`src/rtl/fft_input_loader.sv`:
```
// fft_input_loader
//   Front end of the FFT sample cache. Takes a valid/ready stream of 16-bit
//   samples and writes one frame of 2**LOG2N samples into the cache at
//   bit-reversed addresses, so the butterflies can work in place.
//
//   The cache registers write_adr one edge before it uses it, but uses
//   data_in/write directly. The address is therefore launched on the transfer
//   edge, and data/enable one edge later. The cache stores the sample on the
//   edge after that.
//
// Parameters
//   LOG2N     log2 of the frame length, 1..12
//   BASE_ADR  cache address of sample slot 0 (BASE_ADR + 2**LOG2N <= 4096)
//
// Ports
//   clk         clock, rising edge
//   rst_n       synchronous reset, active low
//   start       begin a new frame; ignored unless the loader is idle
//   s_data      input sample
//   s_valid     s_data is valid
//   s_ready     the loader accepts s_data this cycle
//   data_in     cache write data
//   write_adr   cache write address, one cycle ahead of data_in/write
//   write       cache write enable
//   busy        high from the accepted start until frame_done
//   frame_done  one-cycle pulse once the whole frame is in the cache
//   sample_cnt  samples accepted in the current frame
//
// State table
//   IDLE   | waiting for start
//   LOAD   | accepting samples, s_ready high
//   FLUSH1 | last sample accepted, its address is in the cache skew register
//   FLUSH2 | last sample on data_in/write, stored at the end of this cycle
//   DONE   | frame_done high for one cycle; start is not yet honoured

module fft_input_loader #(
    parameter int LOG2N    = 10,
    parameter int BASE_ADR = 0
) (
    input  logic        clk,
    input  logic        rst_n,
    input  logic        start,
    input  logic [15:0] s_data,
    input  logic        s_valid,
    output logic        s_ready,
    output logic [15:0] data_in,
    output logic [11:0] write_adr,
    output logic        write,
    output logic        busy,
    output logic        frame_done,
    output logic [11:0] sample_cnt
);

    typedef enum logic [2:0] {
        IDLE   = 3'd0,
        LOAD   = 3'd1,
        FLUSH1 = 3'd2,
        FLUSH2 = 3'd3,
        DONE   = 3'd4
    } state_t;

    localparam logic [12:0] LAST_IDX = 13'((1 << LOG2N) - 1);

    state_t      state;
    state_t      next_state;
    logic [12:0] cnt;
    logic [15:0] stage_data;
    logic        stage_valid;
    logic        transfer;
    logic        start_ok;
    logic [11:0] rev;
    logic [11:0] next_adr;

    assign s_ready    = (state == LOAD);
    assign transfer   = s_valid & s_ready;
    assign start_ok   = start & (state == IDLE);
    // With LOG2N=12 the full count (4096) wraps to 0 on this 12-bit port.
    assign sample_cnt = cnt[11:0];

    // Bit-reverse the low LOG2N bits of the sample index.
    always_comb begin
        rev = '0;
        for (int i = 0; i < LOG2N; i++) begin
            rev[i] = cnt[LOG2N-1-i];
        end
        next_adr = 12'(BASE_ADR) + rev;
    end

    always_comb begin
        next_state = state;
        case (state)
            IDLE:    if (start) next_state = LOAD;
            LOAD:    if (transfer && cnt == LAST_IDX) next_state = FLUSH1;
            FLUSH1:  next_state = FLUSH2;
            FLUSH2:  next_state = DONE;
            DONE:    next_state = IDLE;
            default: next_state = IDLE;
        endcase
    end

    always_ff @(posedge clk) begin
        if (!rst_n) begin
            state       <= IDLE;
            cnt         <= '0;
            write_adr   <= '0;
            stage_data  <= '0;
            stage_valid <= 1'b0;
            data_in     <= '0;
            write       <= 1'b0;
            busy        <= 1'b0;
            frame_done  <= 1'b0;
        end else begin
            state <= next_state;

            if (start_ok) begin
                cnt <= '0;
            end else if (transfer) begin
                cnt <= cnt + 13'd1;
            end

            // Address leads data by one edge to match the cache's address register.
            if (transfer) begin
                write_adr  <= next_adr;
                stage_data <= s_data;
            end
            stage_valid <= transfer;

            if (stage_valid) begin
                data_in <= stage_data;
            end
            write <= stage_valid;

            // The last sample is stored on the edge that leaves FLUSH2.
            if (start_ok) begin
                busy <= 1'b1;
            end else if (state == FLUSH2) begin
                busy <= 1'b0;
            end
            frame_done <= (state == FLUSH2);
        end
    end

endmodule

```
`config.mk`:
```
export PLATFORM = sky130hd
export DESIGN_NAME = fft_input_loader
export DESIGN_NICKNAME = d
export VERILOG_FILES = /design/src/rtl/fft_input_loader.sv
export SDC_FILE = /design/constraint.sdc
export NUM_CORES = 1
export LEC_CHECK = 0
export CORE_MARGIN = 8
export CORE_UTILIZATION = 45
export CTS_BUF_LIST = sky130_fd_sc_hd__clkbuf_4 sky130_fd_sc_hd__clkbuf_8
export DETAILED_ROUTE_END_ITERATION = 16
export PLACE_DENSITY_LB_ADDON = 0.2
export SKIP_LAST_GASP = 1
export SYNTH_ARGS = -nofsm -noshare
export SYNTH_HDL_FRONTEND = slang
export SYNTH_SLANG_ARGS = --single-unit
```
`constraint.sdc`:
```
create_clock -name clk -period 1.5 [get_ports clk]
set_clock_uncertainty 0.05 [all_clocks]
set_input_delay 0.375 -clock clk [delete_from_list [all_inputs] [get_ports clk]]
set_output_delay 0.375 -clock clk [all_outputs]
set_load 0.01 [all_outputs]
```
==> results of run 1 <==
[metal layers]
layer	routed length (um)	vias to the layer above
met4	102	0
met1	2805	1064
met5	0	-
met2	3421	53
met3	405	9
li1	-	1119
[flip-flops by register name, indices dropped and copies added, names as in the netlist]
signal and cells:
busy 1, cnt 13, data_in 16, frame_done 1
stage_data 16, stage_valid 1, state 3, write 1
write_adr 10
[path summary, 6_finish.rpt]
kind,start,endpoint,cells past startpoint
min reg2reg,write_adr[3]$_SDFFE_PN0P_,write_adr[3]$_SDFFE_PN0P_,2
max,state[1]$_SDFFE_PN0P_,cnt[7]$_SDFFE_PP0P_,5
min,write_adr[3]$_SDFFE_PN0P_,write_adr[3]$_SDFFE_PN0P_,2
max reg2reg,state[1]$_SDFFE_PN0P_,cnt[7]$_SDFFE_PP0P_,5
[where the power goes]
| part | internal [mW] | switching [mW] |
|---|---|---|
| Clock | 0.673 | 0.631 |
| Combinational | 0.217 | 0.199 |
| Sequential | 1.68 | 0.0198 |
[cell type report]
cell class	instances	area (sq um)
fillers	474	1703
flip-flops and latches	62	1252
multi-input cells	188	1245
repair buffers	99	954.7
clock buffers	12	152.6
well taps	72	90.09
clock inverters	4	22.52
inverters	5	18.77
[through the flow]
step           hold slack [ns]  cell area (sq um)  setup slack (ns)
3_3_place_gp            0.3904               3296           -0.4436
2_1_floorplan           0.3860               2509          0.002143
5_1_grt                 0.4226               3736           -0.1105
6_report                0.4019               3736          -0.06586
3_5_place_dp            0.3961               3296           -0.4681
4_1_cts                 0.4029               3472           -0.1032
[tightest hold or removal path: cells and delay by family, from the launching register on]
family	cells	cell delay, ns
AOI/OAI and AO/OA	1	0.05
and+or+nand+nor	1	0.05
DFF	1	0.31
[cell usage after synthesis, types with 2 or more instances]
cell,instances
nand4_1,2
o21ai_0,3
clkbuf_1,7
o31ai_1,4
dfxtp_1,62
mux2i_1,21
nor3_1,2
inv_1,5
nor2_1,20
nor3b_1,2
buf_2,8
buf_4,14
nand3_1,9
nand2_1,60
nor4_1,4
a21oi_1,34
nand3b_1,5
or4_1,4
buf_6,2
or3_1,3
[kinds of logic (layout without fill, tap and decap cells)]
| family | Yosys count | count (layout) | synth area share (%) |
|---|---|---|---|
| AO/OA/AOI/OAI | 46 | 46 | 10.08 |
| XOR/XNOR | 1 | 1 | 0.3511 |
| adder cells (fa/ha/maj) | 1 | 1 | 0.5014 |
| buffers and inverters | 37 | 120 | 8.676 |
| flip-flops | 62 | 62 | 49.75 |
| multiplexers | 21 | 21 | 8.425 |
| other | 1 | 2 | 0.1503 |
| AND/OR/NAND/NOR | 117 | 117 | 22.07 |
[repair_timing]
action | CTS | global route
endpoints found under the setup margin | 57 | 40
resized for setup | 54 | 44
cloned | 1 | 4
hold buffers | 0 | 0
setup buffers | 0 | 2
pin swaps | 8 | 7
==> impl_metrics.csv, run 1 <==
group,metric,value,unit
setup_path,crit_arrival,1.78,ns
power,powerDensity,914.8,nW/um^2
synth,synth_top_area_share,49.75,%
finish,nets,386,
synth,synthDistinctLibCells,35,
power,power.total,3.418,mW
placed_design,dp.cells,419,
cts,numCtsBuffers,9,
placed_design,gp_congestion,0.7660,
setup_path,cp_top_family,"simple AND/OR/NAND/NOR gates",
timing,max_freq,638.6,MHz
setup_path,path_max_fanout,7,
grt,grtUsageMet3,5.154,%
grt,grt_antenna_before_repair,0,
setup_path,ff2ff_setup_slack,-0.07,ns
timing,period_share,104.4,%
synth,synth_area_leaders,"dfxtp_1, nand2_1, mux2i_1",
finish,final_cell_mix,"dfxtp_1, nand2_1, dlygate4sd2_1",
cts,clkTransAtPathRegs,0.07,ns
synth,syn_avg_cell_area,8.723,sq um
grt,busiest_layer,"met2",
finish,n_antenna_cell,0,
route,drtIter0Drc,99,
timing,maxSlewViolCount,0,
cts,clk_latency,0.33,ns
floorplanning,dieHeight,90.46,um
timing,setup-tns-final,-0.6687,ns
floorplanning,row_count,27,
setup_path,crit_top_cell,"buf_6",
synth,async_flop_share,0,%
min_path,hp-class,"reg2reg",
finish,final_common_cell,"dfxtp_1",
placed_design,dp_hpwl,4127,um
route,ant_nets,0,
floorplanning,core_region_area,5439,sq um
grt,grt_pass1_vias,2222,
floorplanning,start_util,45.87,%
route,drt_first_pass_iters,4,
setup_path,critPathLaunchType,"flip-flop",
floorplanning,die_area,8183,sq um
finish,drive_gt1_share,26.76,%
synth,yosysSeqAreaShare,49.75,%
power,p_leak,1.529,nW
route,drcViolationCount,0,
route,vias,2245,
grt,groute.usage.overall,15.05,%
grt,grt.overflow.total,0,
timing,hold_viol,0,
synth,synth_cells,286,
timing,rsz0062_at_grt,"yes",
cts,cts_tree,"yes",
outcome,status,"complete, but fails checks",
cts,cts_sinks,62,
cts,cts_buffer_depth,2,
floorplanning,die_x,90.46,um
route,via_per_inst,5.079,
synth,ys.flop_type,"dfxtp_1",
grt,use_met1,17.19,%
grt,grt_start_max_net_pins,42,
finish,fin_cells,442,
setup_path,crit_path_cell_trace,"buf_6, nand4bb_4, buf_6, or4_4, a21oi_2",
setup_path,crit_path_max_incr_delay,0.51,ns
synth,synth_edf_count,0,
setup_path,required,1.71,ns
route,drt-wirelength-per-cell,15.24,um
setup_path,critPathSlowestCell,"or4_4",
finish,utilization,68.69,%
timing,fin_ws,-0.06586,ns
job,cap_violations,0,
outcome,violations,"negative setup slack",
route,wl,6734,um
placed_design,numPortBuffers,61,
cts,htree_levels,3,
timing,min_period,1.566,ns
cts,root_buffer,"clkbuf_8",
synth,syn_area,2495,sq um
floorplanning,pin_count,64,
setup_path,endpoint_kind,"flip-flop",
synth,yosysTopAreaCell,"dfxtp_1",
setup_path,crit_buf_inv,2,
power,vdd_ir_drop_max,0.5988,mV
setup_path,crit_type,"reg2reg",
grt,gr-usage-met2,24.79,%
grt,grt_pass1_wl,10300,um
synth,yosys_warnings,0,
synth,ys_ff_latch,62,
timing,setup-violations-final,33,
finish,areaGrowthSynthToFinish,49.75,%
Note: power is estimated with default switching activity, not from simulation.
==> inputs of run 2 (changes only) <==
CAP_MARGIN = 5   (was not set)
==> results of run 2 <==
No change in the layout: final DEF, timing and power equal those of run 1.
==> inputs of run 3 (changes only) <==
==> constraint.sdc (replaced) <==
create_clock -name clk -period 1.5 [get_ports clk]
set_clock_uncertainty 0.05 [all_clocks]
set_input_delay 0.3 -clock clk [delete_from_list [all_inputs] [get_ports clk]]
set_output_delay 0.3 -clock clk [all_outputs]
set_load 0.01 [all_outputs]
==> impl_metrics.csv, run 3 (synthesized netlist as in run 1, its figures left out) <==
group,metric,value,unit
floorplanning,row_count,27,
setup_path,crit_path_max_incr_delay,0.51,ns
finish,top_regs,"data_in: 16 flops, stage_data: 16 flops, cnt: 13 flops",
placed_design,dp_hpwl,4077,um
cts,cts_sinks,62,
grt,grt_start_max_net_pins,42,
setup_path,rr_endpoint,"cnt[5]$_SDFFE_PP0P_",
setup_path,path_max_fanout,8,
floorplanning,dieHeight,90.46,um
setup_path,crit_arrival,1.77,ns
route,drtIter0Drc,124,
timing,fin_ws,-0.05281,ns
finish,final_cell_mix,"dfxtp_1, nand2_1, dlygate4sd2_1",
setup_path,critPathSlowestCell,"or4_4",
floorplanning,pin_count,64,
job,cap_violations,0,
placed_design,pre_cts_ws,-0.4059,ns
placed_design,numPortBuffers,61,
timing,setup-tns-final,-0.2301,ns
floorplanning,die_area,8183,sq um
min_path,hp-class,"reg2reg",
power,vdd_ir_drop_max,0.6774,mV
floorplanning,die_x,90.46,um
grt,grt_pass1_vias,2263,
timing,period_share,103.5,%
cts,cts_buffer_depth,2,
grt,grt_pass1_wl,10810,um
cts,cts_tree,"yes",
cts,numCtsBuffers,9,
route,drt-wirelength-per-cell,15.06,um
cts,hold_buffers,0,
outcome,violations,"negative setup slack",
setup_path,ff2ff_path_depth,5,
outcome,status,"complete, but fails checks",
grt,grt.overflow.total,0,
min_path,hold_end,"write_adr[2]$_SDFFE_PN0P_",
finish,drive_gt1_share,31.73,%
floorplanning,start_util,45.87,%
route,drcViolationCount,0,
timing,min_period,1.553,ns
floorplanning,core_region_area,5439,sq um
timing,setup-violations-final,9,
placed_design,gp_congestion,0.7558,
timing,rsz0062_at_grt,"yes",
min_path,holdPathStages,2,
setup_path,crit_path_cell_trace,"buf_6, nand4bb_4, buf_12, or4_4, a21oi_2",
cts,htree_levels,3,
cts,clk_latency,0.33,ns
setup_path,ff2ff_setup_slack,-0.05,ns
setup_path,critPathLaunchType,"flip-flop",
min_path,hold_start,"write_adr[2]$_SDFFE_PN0P_",
finish,n_antenna_cell,0,
setup_path,r2r-start,"state[0]$_SDFFE_PN0P_",
route,ant_nets,0,
timing,hold_viol,0,
finish,nets,392,
timing,maxSlewViolCount,0,
grt,grt_antenna_before_repair,0,
setup_path,crit_buf_inv,2,
power,p_leak,1.695,nW
finish,areaGrowthSynthToFinish,55.77,%
route,drt_first_pass_iters,4,
route,vias,2271,
route,wl,6732,um
route,via_per_inst,5.081,
timing,max_freq,644.0,MHz
setup_path,endpoint_kind,"flip-flop",
power,powerDensity,911.9,nW/um^2
setup_path,crit_type,"reg2reg",
cts,root_buffer,"clkbuf_8",
setup_path,cp_top_family,"simple AND/OR/NAND/NOR gates",
grt,groute.usage.overall,16.06,%
setup_path,required,1.72,ns
finish,final_common_cell,"dfxtp_1",
cts,clkTransAtPathRegs,0.07,ns
run 3: cell count changes in the layout (fill, tap and decap cells not counted), moves of 2 or more:
cell       change
nand2_1        -6
dfxtp_2        +4
buf_12         +2
clkbuf_16      -3
nand2_4       +10
buf_4          +5
nand2_2        -4
clkbuf_4       -2
buf_16         +2
dfxtp_1        -4
a21oi_1        -4
a21oi_2        +4
run 3: through the flow:
stage               instances  total power [mW]  util [%]  cell area, sq um  hold WS (ns)
detailed placement        422             2.070     61.24              3331        0.3967
floorplan                 287             1.905         -              2509        0.3860
CTS                       442             3.529     66.94              3641        0.4033
global placement          422             2.066     61.24              3331        0.3902
global route              447             3.701     71.45              3886        0.4162
finish                    447             3.544     71.45              3886        0.3986
run 3: worst register-to-register path: stages, from the launching register on:
cell,delay (ns)
dfxtp_2,0.35
buf_6,0.11
nand4bb_4,0.17
buf_12,0.19
or4_4,0.51
a21oi_2,0.12
run 3: what timing repair did:
item                                    in CTS  in global routing
resized for setup                           59                 69
gates cloned                                 3                  1
setup buffers                                2                  5
pin swaps                                   10                 31
endpoints found under the setup margin      54                 41
run 3: routing by layer:
metal	vias to the layer above	part of all wire (%)	GRT usage [%]
met3	7	6.9	5.237
met1	1060	42	18.23
li1	1126	-	-
met4	0	1.3	7.490
met5	-	0	0
met2	78	50	26.61
run 3: worst max-delay path by stage:
stage                          start              endpoint  slack [ns]  cells past startpoint
6_report       state[0]$_SDFFE_PN0P_   cnt[5]$_SDFFE_PP0P_       -0.05                      5
3_5_place_dp                 s_valid   cnt[7]$_SDFFE_PP0P_       -0.41                      5
5_1_grt        state[1]$_SDFFE_PN0P_   cnt[0]$_SDFFE_PP0P_       -0.13                      7
2_1_floorplan  state[2]$_SDFFE_PN0P_  cnt[11]$_SDFFE_PP0P_       0.002                      6
4_1_cts        state[1]$_SDFFE_PN0P_               s_ready       -0.12                      2
3_3_place_gp                 s_valid   cnt[5]$_SDFFE_PP0P_       -0.37                      5
run 3: power breakdown:
| part | switching [mW] | internal (mW) |
|---|---|---|
| sequential | 0.0201 | 1.68 |
| clock | 0.615 | 0.791 |
| combinational | 0.214 | 0.226 |
run 3: area by class of cell:
class	count	area (sq um)
fillers	446	1553
multi-input cells	188	1324
flip-flops and latches	62	1257
repair buffers	105	1008
clock buffers	10	137.6
well taps	72	90.09
clock inverters	5	50.05
inverters	5	18.77
